**src/rtl/baw_btn_conditioner_pkg.sv**
```systemverilog
// Shared definitions for the push-button front end of the Black-and-White game:
// button index map, channel state encoding and a small state-decode helper.
package baw_btn_conditioner_pkg;

  localparam int N_BTN_DEF  = 5;
  localparam int BTN_CENTER = 0;
  localparam int BTN_TOP    = 1;
  localparam int BTN_BOTTOM = 2;
  localparam int BTN_LEFT   = 3;
  localparam int BTN_RIGHT  = 4;

  typedef enum logic [1:0] {
    ST_IDLE      = 2'd0,
    ST_ARMING    = 2'd1,
    ST_HELD      = 2'd2,
    ST_RELEASING = 2'd3
  } ch_state_t;

  // The debounced level stays high through the release-debounce window.
  function automatic logic ch_level(input ch_state_t st);
    return (st == ST_HELD) || (st == ST_RELEASING);
  endfunction

endpackage

```
**src/rtl/baw_btn_conditioner_debounce_ch.sv**
```systemverilog
// One button channel: 2-flop synchroniser, debounce counter, press FSM and a
// pending bit that holds the press until the arbiter grants it.
module baw_debounce_ch
  import baw_btn_conditioner_pkg::*;
#(
  parameter int DEBOUNCE_CYC = 1_000_000,
  parameter int CNT_W        = 20
) (
  input  logic clk,
  input  logic rst,
  input  logic raw,
  input  logic clr_pend,
  output logic pend,
  output logic level
);

  if (DEBOUNCE_CYC < 2) begin : g_bad_cyc
    $error("DEBOUNCE_CYC must be at least 2");
  end
  if ((2 ** CNT_W) <= DEBOUNCE_CYC) begin : g_bad_w
    $error("CNT_W too narrow for DEBOUNCE_CYC");
  end

  localparam logic [CNT_W-1:0] CNT_ONE  = CNT_W'(1);
  localparam logic [CNT_W-1:0] CNT_TERM = CNT_W'(DEBOUNCE_CYC - 1);

  logic [1:0]       sync_reg;
  ch_state_t        state_reg, state_next;
  logic [CNT_W-1:0] cnt_reg, cnt_next;
  logic             pend_reg, pend_next;
  logic             set_pend;
  logic             s;

  assign s = sync_reg[1];

  always_ff @(posedge clk) begin
    if (rst) begin
      sync_reg  <= 2'b00;
      state_reg <= ST_IDLE;
      cnt_reg   <= '0;
      pend_reg  <= 1'b0;
    end else begin
      sync_reg  <= {sync_reg[0], raw};
      state_reg <= state_next;
      cnt_reg   <= cnt_next;
      pend_reg  <= pend_next;
    end
  end

  // Every state exit reloads the counter, so it is bounded by CNT_TERM.
  always_comb begin
    state_next = state_reg;
    cnt_next   = cnt_reg;
    set_pend   = 1'b0;
    unique case (state_reg)
      ST_IDLE: begin
        if (s) begin
          state_next = ST_ARMING;
          cnt_next   = CNT_ONE;
        end
      end
      ST_ARMING: begin
        if (!s) begin
          state_next = ST_IDLE;
          cnt_next   = '0;
        end else if (cnt_reg == CNT_TERM) begin
          state_next = ST_HELD;
          cnt_next   = '0;
          set_pend   = 1'b1;
        end else begin
          cnt_next = cnt_reg + CNT_ONE;
        end
      end
      ST_HELD: begin
        if (!s) begin
          state_next = ST_RELEASING;
          cnt_next   = CNT_ONE;
        end
      end
      ST_RELEASING: begin
        if (s) begin
          state_next = ST_HELD;
          cnt_next   = '0;
        end else if (cnt_reg == CNT_TERM) begin
          state_next = ST_IDLE;
          cnt_next   = '0;
        end else begin
          cnt_next = cnt_reg + CNT_ONE;
        end
      end
      default: begin
        state_next = ST_IDLE;
        cnt_next   = '0;
      end
    endcase
  end

  // A press survives an early release until it has been granted.
  assign pend_next = (pend_reg & ~clr_pend) | set_pend;

  assign pend  = pend_reg;
  assign level = ch_level(state_reg);

endmodule

```
**src/rtl/baw_btn_conditioner.sv**
```systemverilog
// Button conditioner top: N_BTN debounce channels, a lowest-index-first arbiter
// and a registered one-hot press pulse for the game FSM.
module baw_btn_conditioner
  import baw_btn_conditioner_pkg::*;
#(
  parameter int N_BTN        = N_BTN_DEF,
  parameter int DEBOUNCE_CYC = 1_000_000,
  parameter int CNT_W        = 20
) (
  input  logic             clk,
  input  logic             rst,
  input  logic [N_BTN-1:0] btn_raw,
  output logic [N_BTN-1:0] btn_pulse,
  output logic [N_BTN-1:0] btn_level
);

  logic [N_BTN-1:0] pend;
  logic [N_BTN-1:0] grant;
  logic [N_BTN-1:0] pulse_reg, pulse_next;

  genvar gi;
  generate
    for (gi = 0; gi < N_BTN; gi++) begin : g_ch
      baw_debounce_ch #(
        .DEBOUNCE_CYC(DEBOUNCE_CYC),
        .CNT_W       (CNT_W)
      ) u_ch (
        .clk     (clk),
        .rst     (rst),
        .raw     (btn_raw[gi]),
        .clr_pend(grant[gi]),
        .pend    (pend[gi]),
        .level   (btn_level[gi])
      );
    end
  endgenerate

  // Isolate the lowest set pending bit; the others wait for later cycles.
  assign grant      = pend & (~pend + N_BTN'(1));
  assign pulse_next = grant;

  always_ff @(posedge clk) begin
    if (rst) begin
      pulse_reg <= '0;
    end else begin
      pulse_reg <= pulse_next;
    end
  end

  assign btn_pulse = pulse_reg;

endmodule
```
**config.mk**
```make
export PLATFORM = sky130hd
export DESIGN_NAME = baw_btn_conditioner
export DESIGN_NICKNAME = d
export VERILOG_FILES = /design/src/rtl/baw_btn_conditioner_pkg.sv /design/src/rtl/baw_btn_conditioner_debounce_ch.sv /design/src/rtl/baw_btn_conditioner.sv
export SDC_FILE = /design/constraint.sdc
export NUM_CORES = 1
export LEC_CHECK = 0
export CORE_MARGIN = 5
export CORE_UTILIZATION = 45
export CTS_BUF_LIST = sky130_fd_sc_hd__clkbuf_4 sky130_fd_sc_hd__clkbuf_8 sky130_fd_sc_hd__clkbuf_16
export DETAILED_ROUTE_END_ITERATION = 10
export GPL_TIMING_DRIVEN = 0
export PLACE_DENSITY = 0.61
export SLEW_MARGIN = 20
export SYNTH_ARGS = -nofsm -noshare
export SYNTH_HDL_FRONTEND = slang
export SYNTH_HIERARCHICAL = 1
export SYNTH_SLANG_ARGS = --single-unit
```
**constraint.sdc**
```tcl
create_clock -name clk -period 3.7 [get_ports clk]
set_input_delay 0.74 -clock clk [delete_from_list [all_inputs] [get_ports clk]]
set_output_delay 0.74 -clock clk [all_outputs]
set_load 0.1 [all_outputs]
```
Word level (Yosys, flattened, before mapping)
Index checks and enable logic that the tools add are counted.
- add/sub/neg operators: 6
- eq/ne operators: 40
- muxes and demuxes: 80
- bitwise logic cells: 17
- reduce and logical (&&, ||, !) cells: 20
- operators with widths (operator ; count):
    $mux W20 ; 25
    $pmux W20 S4 ; 5
    $add A20 B1 Y20 const B ; 5
    $eq A20 B20 Y1 const B ; 5
    $mux W2 ; 30
    $pmux W2 S4 ; 5
    $eq A2 B2 Y1 const B ; 10
    $reduce_and A4 Y1 ; 5
    $mux W1 ; 15
    $ne A3 B1 Y1 const B ; 5
    $ne A3 B3 Y1 const B ; 5
    $eq A2 B1 Y1 const B ; 5
    $logic_not A2 Y1 ; 5
    $ne A2 B1 Y1 const B ; 5
    $ne A2 B2 Y1 const B ; 5
    $reduce_and A2 Y1 ; 5
    $add A5 B1 Y5 const B ; 1
    $and A1 B1 Y1 ; 5
    $and A5 B5 Y5 ; 1
    $logic_or A1 B1 Y1 ; 5
    $not A1 Y1 ; 5
    $not A5 Y5 ; 1
    $or A1 B1 Y1 ; 5
- register bits: 130

Longest topological paths before layout
- depth after elaboration: 6
- gate-level depth with buffers: 9
- gate-level depth less buffers: 6

Hierarchy
The synthesis kept the hierarchy.
- by module, submodules not included (module ; times used ; cells an instance ; area each (um2) ; seq. area each (um2)):
    baw_debounce_ch at g_ch[1].u_ch ... ; 3 ; 152 ; 1241.2 ; 500.5
    baw_debounce_ch at g_ch[4].u_ch ; 1 ; 153 ; 1283.7 ; 500.5
    baw_debounce_ch at g_ch[0].u_ch ; 1 ; 150 ; 1268.7 ; 500.5
    baw_btn_conditioner ; 1 ; 17 ; 181.4 ; 100.1

Worst setup path before layout
Ideal clock, no wire load.
- path type: input port to flip-flop
- start: in rst
- end: reg g_ch[4].u_ch.cnt_reg[8]
- arrival time: 1.907 ns
- data required time: 3.628 ns
- slack: 1.722 ns
- cell stages on the path: 6
- buffers on the path: 2
- cells stage by stage: clkbuf_1 nand3b_1 a21oi_2 buf_2 nand3_1 mux2i_1
- RTL lines (what ; RTL line ; text):
    start: declaration ; baw_btn_conditioner.sv:11 ; input logic rst,
    end signal: assignment ; baw_btn_conditioner_debounce_ch.sv:45 ; cnt_reg <= cnt_next;
    end: declaration ; baw_btn_conditioner_debounce_ch.sv:29 ; logic [CNT_W-1:0] cnt_reg, cnt_next;

==> impl_results.md <==
* DRT antenna net count at 0
* Max-cap violations at 0
* # rows at 43
* Vias in the first global route at 5246
* Die area at 0.0168 mm^2
* Crit share post-route at 77.6%
* Distinct cells, synth at 70
* Synth Flop Type: dfxtp_1
* Number of flops mapped to enable cells by yosys at 0
* Slew @ Worst Pin at approximately 1.1 ns
* Critical-path maximum fanout at 15
* TritonCTS Buffers at 17
* Max stage delay on crit path at around 0.74 ns
* Power Dens Cells at between 400 and 500 mW/mm^2
* Setup ws final at between 0.8 and 0.9 ns
* Crit Path Class: in -> reg
* Switch Pwr at around 0.00071 W
* Register share of total power at a little under half
* All-layer global routing usage at 17.6%
* Post-cts resize count at 0
* Syn_nets at between 700 and 800
* First-pass GRT wire length at roughly 25000 um
* Final setup fails at 0
* CP endpoint kind: register
* Vias post-DR at 5916
* TritonCTS Sinks at 130
* Type of the worst min-delay path: reg -> reg
* Required @ worst endpoint at 4.04 ns
* Flop-to-flop setup slack at 1.44 ns
* Internal power at about 0.0024 W
* Wirelength per Cell at 14.5 um
* CP max stage cell: clkdlybuf4s50_1
* Clk root buf: clkbuf_16
* Initial Utilization at between 40 and 50%
* Setup crit start kind: input port
* Register area share after synthesis at roughly two fifths
* Area leader, netlist: dfxtp_1
* CTS tree: done
* Die Y at approximately 130 um
* RSZ-0062 raised after global routing: no
* Max FFs per register at 100
* Worst skew pair latency at between 0.4 and 0.5 ns
* Clk slew on worst S/H paths at roughly 0.050 ns
* Synthesized netlist cell count at 776
* Period minus WS final at 2.87 ns
* DR vias/cell at around 6
* Worst path cell trace: clkdlybuf4s50_1, clkbuf_1, nand3b_1, a21oi_2, buf_2, nand3_1, mux2i_1
* VDD IR-drop max at 0.421 mV
* FMAX at roughly 350 MHz
* NumNets Final at 823
* Placer Congestion at between 0.8 and 0.9
* # port buffers at 16
* Share of cells above drive strength 1 at ~9.2%
* DP HPWL at between 10000 and 15000 um
* Initial antenna violation count at 0
* Post-synth top area share at 40.3%
* 1st-iter DRT viols at 492
* Crit path DAT at roughly 3.2 ns
* GRT overflow at 0
* Outcome: complete, no violations
* Post-CTS Setup Repair Bufs at 0
* Core Util, Final at a little over half
* Leakage power at 2.65 nW
* Die width at ~130 um
* Synth top area cells: dfxtp_1 40%, nand2_1 5.5%, a21oi_1 4.0%
* # hold bufs at CTS at 0
* Synth Warn # at 6
* First-pass iteration count of the detailed router at 6
* Switching Share at a little under a quarter
* Core ar. at between 0.01 and 0.015 mm^2
* Fin. Hold Viols at 0
* Combinational power share at 3.7%
* Clock share of power at just over 50%
* Total Wirelength at roughly 15000 um
* Relative slew margins at ~29%
* FFs w/ async S/R, synth at 0%
* Remaining DRCs at 0
* DP Worst Slack at between 0.4 and 0.5 ns
* IO Count at 17
* Maximum level of the CTS H-tree at 4
* Antenna diodes at 0
* Synth Register Bits at 130
* Synth Area per Inst at between 8 and 9 um^2
* Max Root-Sink Buffers at 2
* Post-Route Hold Slack at 0.432 ns
* Max Slew Vio Count at 0
* Setup_tns at 0 ns
* Mapped cell area at 0.00646 mm^2
* Largest net degree at the start of global routing at 17
* Skew final at between 0.007 and 0.008 ns
* Synth-to-Final Area Change at 15.1%
## path summary, 6_finish.rpt
| path | cells after the start | startpoint | end |
|---|---|---|---|
| max | 7 | rst | g_ch[4].u_ch/cnt_reg[8] |
| min | 1 | g_ch[2].u_ch/sync_reg[0] | g_ch[2].u_ch/sync_reg[1] |
| max reg2reg | 7 | g_ch[3].u_ch/cnt_reg[0] | g_ch[3].u_ch/cnt_reg[12] |
| min reg2reg | 1 | g_ch[2].u_ch/sync_reg[0] | g_ch[2].u_ch/sync_reg[1] |
## layout make-up
type,instances,area (um^2)
repair buffers,16,160
multi-input cells,581,3580
clock buffers,20,467
plain buffers,39,190
fillers,1304,6560
well taps,180,225
flip-flops and latches,130,2600
inverters,26,97.6
clock inverters,12,108
## power groups by stage
stage                logic, W  clock network, W  registers [W]
floorplan           0.0000769                 0        0.00145
global placement     0.000109                 0        0.00145
detailed placement   0.000112                 0        0.00145
CTS                  0.000114           0.00163        0.00142
global route         0.000129           0.00170        0.00142
finish               0.000115           0.00159        0.00142
## cell usage in the layout, fill, tap and decap left out, types with 5 or more instances in the layout
cell type and count:
clkbuf_1 23, xor2_1 15, a22o_1 11, o21ai_1 6
or4_1 5, ha_1 5, nor4b_1 8, nor2_1 40
nor2b_1 13, dfxtp_1 130, nand2_1 94, and3_1 12
nor4_1 14, a21o_1 12, clkbuf_16 17, clkinvlp_4 6
a21oi_1 52, nand3_1 41, or3_1 8, nand4_1 30
and4_1 15, clkdlybuf4s50_1 16, and2_1 8, xnor2_1 7
a31oi_1 39, nor3_1 16, o21ai_0 36, o31a_1 7
mux2i_1 8, nand2b_1 6, or2b_1 6, inv_1 23
buf_2 11
## cell families after synthesis
logic type,Yosys count,synth area share [%]
flip-flops,130,40.3
AO/OA/AOI/OAI,199,19.9
buffers and inverters,65,4.46
adder cells (fa/ha/maj),5,0.969
AND/OR/NAND/NOR,347,30.1
multiplexers,8,1.24
XOR/XNOR,22,2.98
## per-stage QoR
stage                     power, W  instance area, um^2  instances
after detailed placement   0.00157                 6840        972
after global placement     0.00156                 6840        972
final                      0.00313                 7430       1004
after CTS                  0.00317                 7420       1004
after floorplan            0.00153                 6460        776
after global routing       0.00325                 7430       1004
## critical path, delay by kind of cell
| kind | cells | cell delay (ns) |
|---|---|---|
| muxes | 1 | 0.13 |
| buffers and inverters | 3 | 1.39 |
| AOI/OAI and AO/OA | 1 | 0.45 |
| and+or+nand+nor | 2 | 0.49 |
## synth_stat cells (7+ instances only)
library cell,n
mux2i_1,8
inv_1,23
nor2_1,40
a31oi_1,39
o21ai_0,36
nor4_1,14
nand4_1,30
a21oi_1,52
nand3_1,41
and2_1,8
dfxtp_1,130
and4_1,15
xor2_1,15
a22o_1,11
or3_1,8
nor3_1,19
buf_2,11
o31a_1,7
a21o_1,12
clkbuf_1,23
nor2b_1,13
nand2_1,94
and3_1,12
nor4b_1,8
xnor2_1,7
## layer usage
| layer | GRT usage (%) | vias up | share of wire (%) |
|---|---|---|---|
| met5 | 0 | - | 0 |
| met3 | 4.46 | 20 | 4.4 |
| met2 | 27.4 | 136 | 45 |
| met4 | 5.32 | 0 | 1.2 |
| li1 | - | 2977 | - |
| met1 | 24.2 | 2783 | 49 |
Power figures use the tool's default switching activity.
